--- src/rtl/adder_tree_ctrl.sv ---
// Sequencing controller for the 128-input pipelined adder tree: paces chunk vectors in,
// tracks them through the tree latency, accumulates per-row results into an output FIFO.
module adder_tree_ctrl #(
   parameter int DATA_WIDTH = 16,
   parameter int TREE_LAT   = 7,
   parameter int CNT_WIDTH  = 8,
   parameter int FIFO_DEPTH = 4
) (
   input  logic                  clk,
   input  logic                  rst,
   input  logic                  start,
   input  logic [CNT_WIDTH-1:0]  cfg_rows,
   input  logic [CNT_WIDTH-1:0]  cfg_chunks,
   output logic                  busy,
   output logic                  done,
   input  logic                  vec_valid,
   output logic                  vec_ready,
   input  logic [DATA_WIDTH-1:0] tree_sum,
   output logic [DATA_WIDTH-1:0] out_data,
   output logic                  out_valid,
   input  logic                  out_ready
);

   localparam int PW = $clog2(FIFO_DEPTH);
   localparam int CW = PW + 1;
   localparam logic [CW:0] DEPTH_L = (CW+1)'(FIFO_DEPTH);

   typedef enum logic [1:0] {IDLE, RUN, DRAIN} state_t;

   state_t                state;
   logic [CNT_WIDTH-1:0]  rows_cfg, chunks_cfg, row_cnt, chunk_cnt;
   logic [TREE_LAT-1:0]   tag_valid, tag_first, tag_last;
   logic [DATA_WIDTH-1:0] acc, sum;
   logic [DATA_WIDTH-1:0] mem [FIFO_DEPTH];
   logic [PW-1:0]         rd_ptr, wr_ptr;
   logic [CW-1:0]         fifo_count, rows_in_flight;
   logic [CW:0]           occupancy;
   logic                  at_first, is_last_chunk, is_last_row, credit;
   logic                  accept, out_tag, push, pop;

   // A row needs a FIFO slot reserved before its first chunk enters, since the tree never stalls.
   always_comb begin
      at_first      = (chunk_cnt == '0);
      is_last_chunk = (chunk_cnt == chunks_cfg - CNT_WIDTH'(1));
      is_last_row   = (row_cnt == rows_cfg - CNT_WIDTH'(1));
      occupancy     = {1'b0, fifo_count} + {1'b0, rows_in_flight};
      credit        = (occupancy < DEPTH_L);
      vec_ready     = (state == RUN) && (!at_first || credit);
      accept        = vec_valid && vec_ready;
      out_tag       = tag_valid[TREE_LAT-1];
      sum           = tag_first[TREE_LAT-1] ? tree_sum : acc + tree_sum;
      push          = out_tag && tag_last[TREE_LAT-1];
      out_valid     = (fifo_count != '0);
      pop           = out_valid && out_ready;
      out_data      = mem[rd_ptr];
   end

   always_ff @(posedge clk) begin
      if (rst) begin
         state      <= IDLE;
         busy       <= 1'b0;
         done       <= 1'b0;
         rows_cfg   <= '0;
         chunks_cfg <= '0;
         row_cnt    <= '0;
         chunk_cnt  <= '0;
      end else begin
         done <= 1'b0;
         case (state)
            IDLE: begin
               if (start) begin
                  if (cfg_rows == '0) begin
                     done <= 1'b1;
                  end else begin
                     rows_cfg   <= cfg_rows;
                     chunks_cfg <= (cfg_chunks == '0) ? CNT_WIDTH'(1) : cfg_chunks;
                     row_cnt    <= '0;
                     chunk_cnt  <= '0;
                     busy       <= 1'b1;
                     state      <= RUN;
                  end
               end
            end
            RUN: begin
               if (accept) begin
                  if (is_last_chunk) begin
                     chunk_cnt <= '0;
                     row_cnt   <= row_cnt + CNT_WIDTH'(1);
                     if (is_last_row) state <= DRAIN;
                  end else begin
                     chunk_cnt <= chunk_cnt + CNT_WIDTH'(1);
                  end
               end
            end
            DRAIN: begin
               if (tag_valid == '0 && fifo_count == '0) begin
                  state <= IDLE;
                  busy  <= 1'b0;
                  done  <= 1'b1;
               end
            end
            default: state <= IDLE;
         endcase
      end
   end

   always_ff @(posedge clk) begin
      if (rst) begin
         tag_valid <= '0;
         tag_first <= '0;
         tag_last  <= '0;
         acc       <= '0;
      end else begin
         tag_valid <= {tag_valid[TREE_LAT-2:0], accept};
         tag_first <= {tag_first[TREE_LAT-2:0], accept && at_first};
         tag_last  <= {tag_last[TREE_LAT-2:0], accept && is_last_chunk};
         if (out_tag) acc <= sum;
      end
   end

   always_ff @(posedge clk) begin
      if (rst) begin
         rd_ptr         <= '0;
         wr_ptr         <= '0;
         fifo_count     <= '0;
         rows_in_flight <= '0;
         for (int unsigned i = 0; i < FIFO_DEPTH; i++) mem[i] <= '0;
      end else begin
         if (push) begin
            mem[wr_ptr] <= sum;
            wr_ptr      <= wr_ptr + PW'(1);
         end
         if (pop) rd_ptr <= rd_ptr + PW'(1);
         case ({push, pop})
            2'b10:   fifo_count <= fifo_count + CW'(1);
            2'b01:   fifo_count <= fifo_count - CW'(1);
            default: fifo_count <= fifo_count;
         endcase
         case ({accept && at_first, push})
            2'b10:   rows_in_flight <= rows_in_flight + CW'(1);
            2'b01:   rows_in_flight <= rows_in_flight - CW'(1);
            default: rows_in_flight <= rows_in_flight;
         endcase
      end
   end

endmodule

--- config.mk ---
export PLATFORM = sky130hd
export DESIGN_NAME = adder_tree_ctrl
export DESIGN_NICKNAME = d
export VERILOG_FILES = /design/src/rtl/adder_tree_ctrl.sv
export SDC_FILE = /design/constraint.sdc
export NUM_CORES = 1
export LEC_CHECK = 0
export BUFFER_PORTS_ARGS = -buffer_cell sky130_fd_sc_hd__buf_2
export CAP_MARGIN = 20
export CORE_ASPECT_RATIO = 0.5
export CORE_UTILIZATION = 50
export DETAILED_ROUTE_END_ITERATION = 10
export GPL_TIMING_DRIVEN = 0
export PLACE_DENSITY_LB_ADDON = 0.15
export SLEW_MARGIN = 5
export SYNTH_ARGS = -nofsm -noshare
export SYNTH_HDL_FRONTEND = slang
export SYNTH_SLANG_ARGS = --single-unit
--- constraint.sdc ---
create_clock -name clk -period 3.1 [get_ports clk]
set_clock_uncertainty 0.2 [all_clocks]
set_input_delay 0.93 -clock clk [delete_from_list [all_inputs] [get_ports clk]]
set_output_delay 0.93 -clock clk [all_outputs]
set_load 0.01 [all_outputs]
==> run_results.csv <==
group,metric,value,unit
timing,worst_pin_slew,0.911,ns
global_route,grt-busiest-layer,"met2",
route,drt_iter0_drc,294,
floorplanning,fp-row-count,31,
floorplanning,die_w,175,µm
power,p_int,3370,µW
global_route,met1_usage,30.3,%
timing,fmax,0.328,GHz
power,p_leak,0.00325,µW
synthesis,ys_types,57,
floorplanning,die_area,0.0154,mm²
power,p_clk_share,44.7,%
timing,hold_violations,0,
run_status,status,"complete, no violations",
route,wirelength,17100,µm
route,dr.pass1.iters,5,
clock_tree,clock_sinks,149,
route,avgRoutedWirePerCell,16.4,µm
synthesis,synth_most_common_cell,"nor2_1",
global_route,gr-usage-met2,38.9,%
floorplanning,start_util,51.3,%
run,maxCapViolCount,0,
setup_path,crit_path_end_kind,"flop",
power,switching_share,25.7,%
setup_path,crit_fanout,9,
timing,min_period,3.05,ns
placement,io_buffers,56,
power,comb_power_share,8.4,%
clock_tree,cts_buffer_depth,2,
global_route,grt_pass1_vias,5299,
clock_tree,insertion_delay,0.42,ns
synthesis,synthTopCellsByArea,"edfxtp_1 26%, dfxtp_1 23%, nor2_1 5.8%, mux4_2 4.8%, ha_1 4.0%",
clock_tree,numCtsBuffers,17,
setup_path,worstPathArrival,3.12,ns
placement,dpl.hpwl,11800,µm
synthesis,yosysTopAreaCell,"edfxtp_1",
synthesis,synth_ff_type,"dfxtp_1",
floorplanning,core,0.0145,mm²
timing,drv_slew,0,
worst_hold_path,hold_class,"reg2reg",
setup_path,required,3.17,ns
clock_tree,cts_hold_buf,0,
synthesis,netlist_area,0.00744,mm²
synthesis,synthesis.nets,812,
floorplanning,fp.dieH,88.3,µm
setup_path,ff2ff_setup_slack,0.18,ns
global_route,grt.met3_usage,4.47,%
synthesis,yosysWarnings,0,
clock_tree,cts_tree,"built",
finish,syn_to_final_growth,17.5,%
synthesis,synth_commonest_cells,"116 x nor2_1, 85 x dfxtp_1, 64 x edfxtp_1",
synthesis,synth-seq-cells,149,
finish,drive_gt1_share,17.3,%
route,drc_errors,0,
synthesis,synth-seq-area-share,48.7,%
global_route,grtUsageTotal,22.9,%
clock_tree,cts_root_buf,"clkbuf_16",
setup_path,startpoint_type,"input pin",
route,vias,5836,
finish,nets,893,
power,power_density,518,mW/mm²
floorplanning,io-pin-count,57,
finish,antenna_cells,0,
synthesis,synth_edf_count,64,
global_route,grt-ovfl-total,0,
placement,dp_cells,1002,
timing,period_share,98.4,%
clock_tree,h-tree-depth,4,
synthesis,synthCells,748,
setup_path,crit_type,"in2reg",
power,max-vdd-ir-drop,388,µV
global_route,grt_pass1_wl,27100,µm
clock_tree,clkTransAtPathRegs,0.06,ns
finish,final_cells,1040,
power,seqPwrFrac,46.9,%
synthesis,ys_async_sr_fraction,0,%
finish,final_util,60.3,%
timing,finalSetupViolCount,0,
global_route,antenna_found_initial,0,
global_route,grt_max_degree,17,
placement,gp_congestion,0.839,
timing,max_slew_margin,39.3,%
synthesis,syn_area_per_cell,9.95,µm²
power,p_switching,1160,µW
synthesis,yosys.area.top_type_share,25.8,%
route,avgViaCountPerCell,5.61,
route,postRouteAntennaNets,0,
timing,rsz0062_at_grt,"true",
-- registers in the layout, summed over array words and instances, names as in the netlist, 8 cells and up, named ones only --
name        count
acc            16
row_cnt         8
rows_cfg        8
chunks_cfg      8
chunk_cnt       8
mem            64
-- final cells by class --
cell class,count,area (µm²)
buffer,36,148
fill,1269,5760
tap,198,248
inverter,20,75.1
timing repair buffer,64,354
sequential,149,3630
clock buffer,17,425
clock inverter,15,146
multi-input combinational,541,3720
-- timing repair --
| item | in CTS | in global routing |
|---|---|---|
| setup buffers | 0 | 7 |
| pin swaps | 3 | 10 |
| resized for setup | 11 | 17 |
| endpoints found under the hold margin | 0 | 0 |
| cloned | 0 | 0 |
| setup endpoints to repair | 34 | 57 |
-- critical path, stage by stage --
cell	delay [ns]
buf_2	0.11
ha_1	0.28
clkbuf_2	0.18
a211oi_1	0.27
o21bai_1	0.17
a221o_1	0.37
a21o_1	0.20
a31oi_2	0.30
mux2i_1	0.22
a31oi_1	0.09
-- worst paths after layout --
path | start | to | cells after the start
setup / recovery | tree_sum[8] | acc[15] | 10
hold / removal | tag_last[1] | tag_last[2] | 1
setup reg to reg | fifo_count[2] | rows_in_flight[2] | 11
hold reg to reg | tag_last[1] | tag_last[2] | 1
-- through the flow --
stage               setup TNS [ns]  hold WS (ns)  cell area (µm²)  worst slack [ns]  total power [µW]
global route                -0.109         0.254             8750           -0.0296              4690
global placement            -21.37         0.218             8030            -0.406              2520
finish                           0         0.236             8750            0.0511              4530
floorplan                 -0.00140         0.214             7500         -0.000465              2410
detailed placement          -23.52         0.224             8030            -0.431              2530
CTS                              0         0.239             8610          0.000612              4540
-- cells in the final DEF, fill, tap and decap left out, types with 5 or more instances in the layout --
cell type	instances
nor2_1	116
dfxtp_1	81
edfxtp_1	64
nand2_1	57
buf_2	55
a21oi_1	42
clkbuf_1	30
nor2b_1	27
xor2_1	24
ha_1	21
nor3_1	20
a211oi_1	20
inv_1	19
nand3_1	19
o21ai_0	19
xnor2_1	17
clkbuf_16	17
mux4_2	16
nand2b_1	12
or3_1	10
o211ai_1	10
mux2i_1	9
and2_1	8
nor4_1	8
buf_4	7
and3_1	5
o21a_1	5
o31a_1	5
nand3b_1	5
-- power groups by stage --
stage | Sequential, µW | Combinational, µW | Clock, µW
floorplan | 2160 | 249 | 0
global placement | 2170 | 355 | 0
detailed placement | 2170 | 362 | 0
CTS | 2130 | 366 | 2050
global route | 2130 | 419 | 2140
finish | 2130 | 379 | 2030
-- kinds of logic after synthesis --
group	synth area share, %
multiplexers	6.34
flip-flops	48.7
AND/OR/NAND/NOR	20.0
adder cells (fa/ha/maj)	4.84
buffers and inverters	2.96
XOR/XNOR	4.82
AO/OA/AOI/OAI	12.4
-- per-layer routing --
layer	vias up	share of wire (%)
met5	-	0
met4	0	0.76
met1	2827	48
met3	20	4.5
li1	2858	-
met2	131	47
No activity file was read; power rests on OpenSTA's default activity.
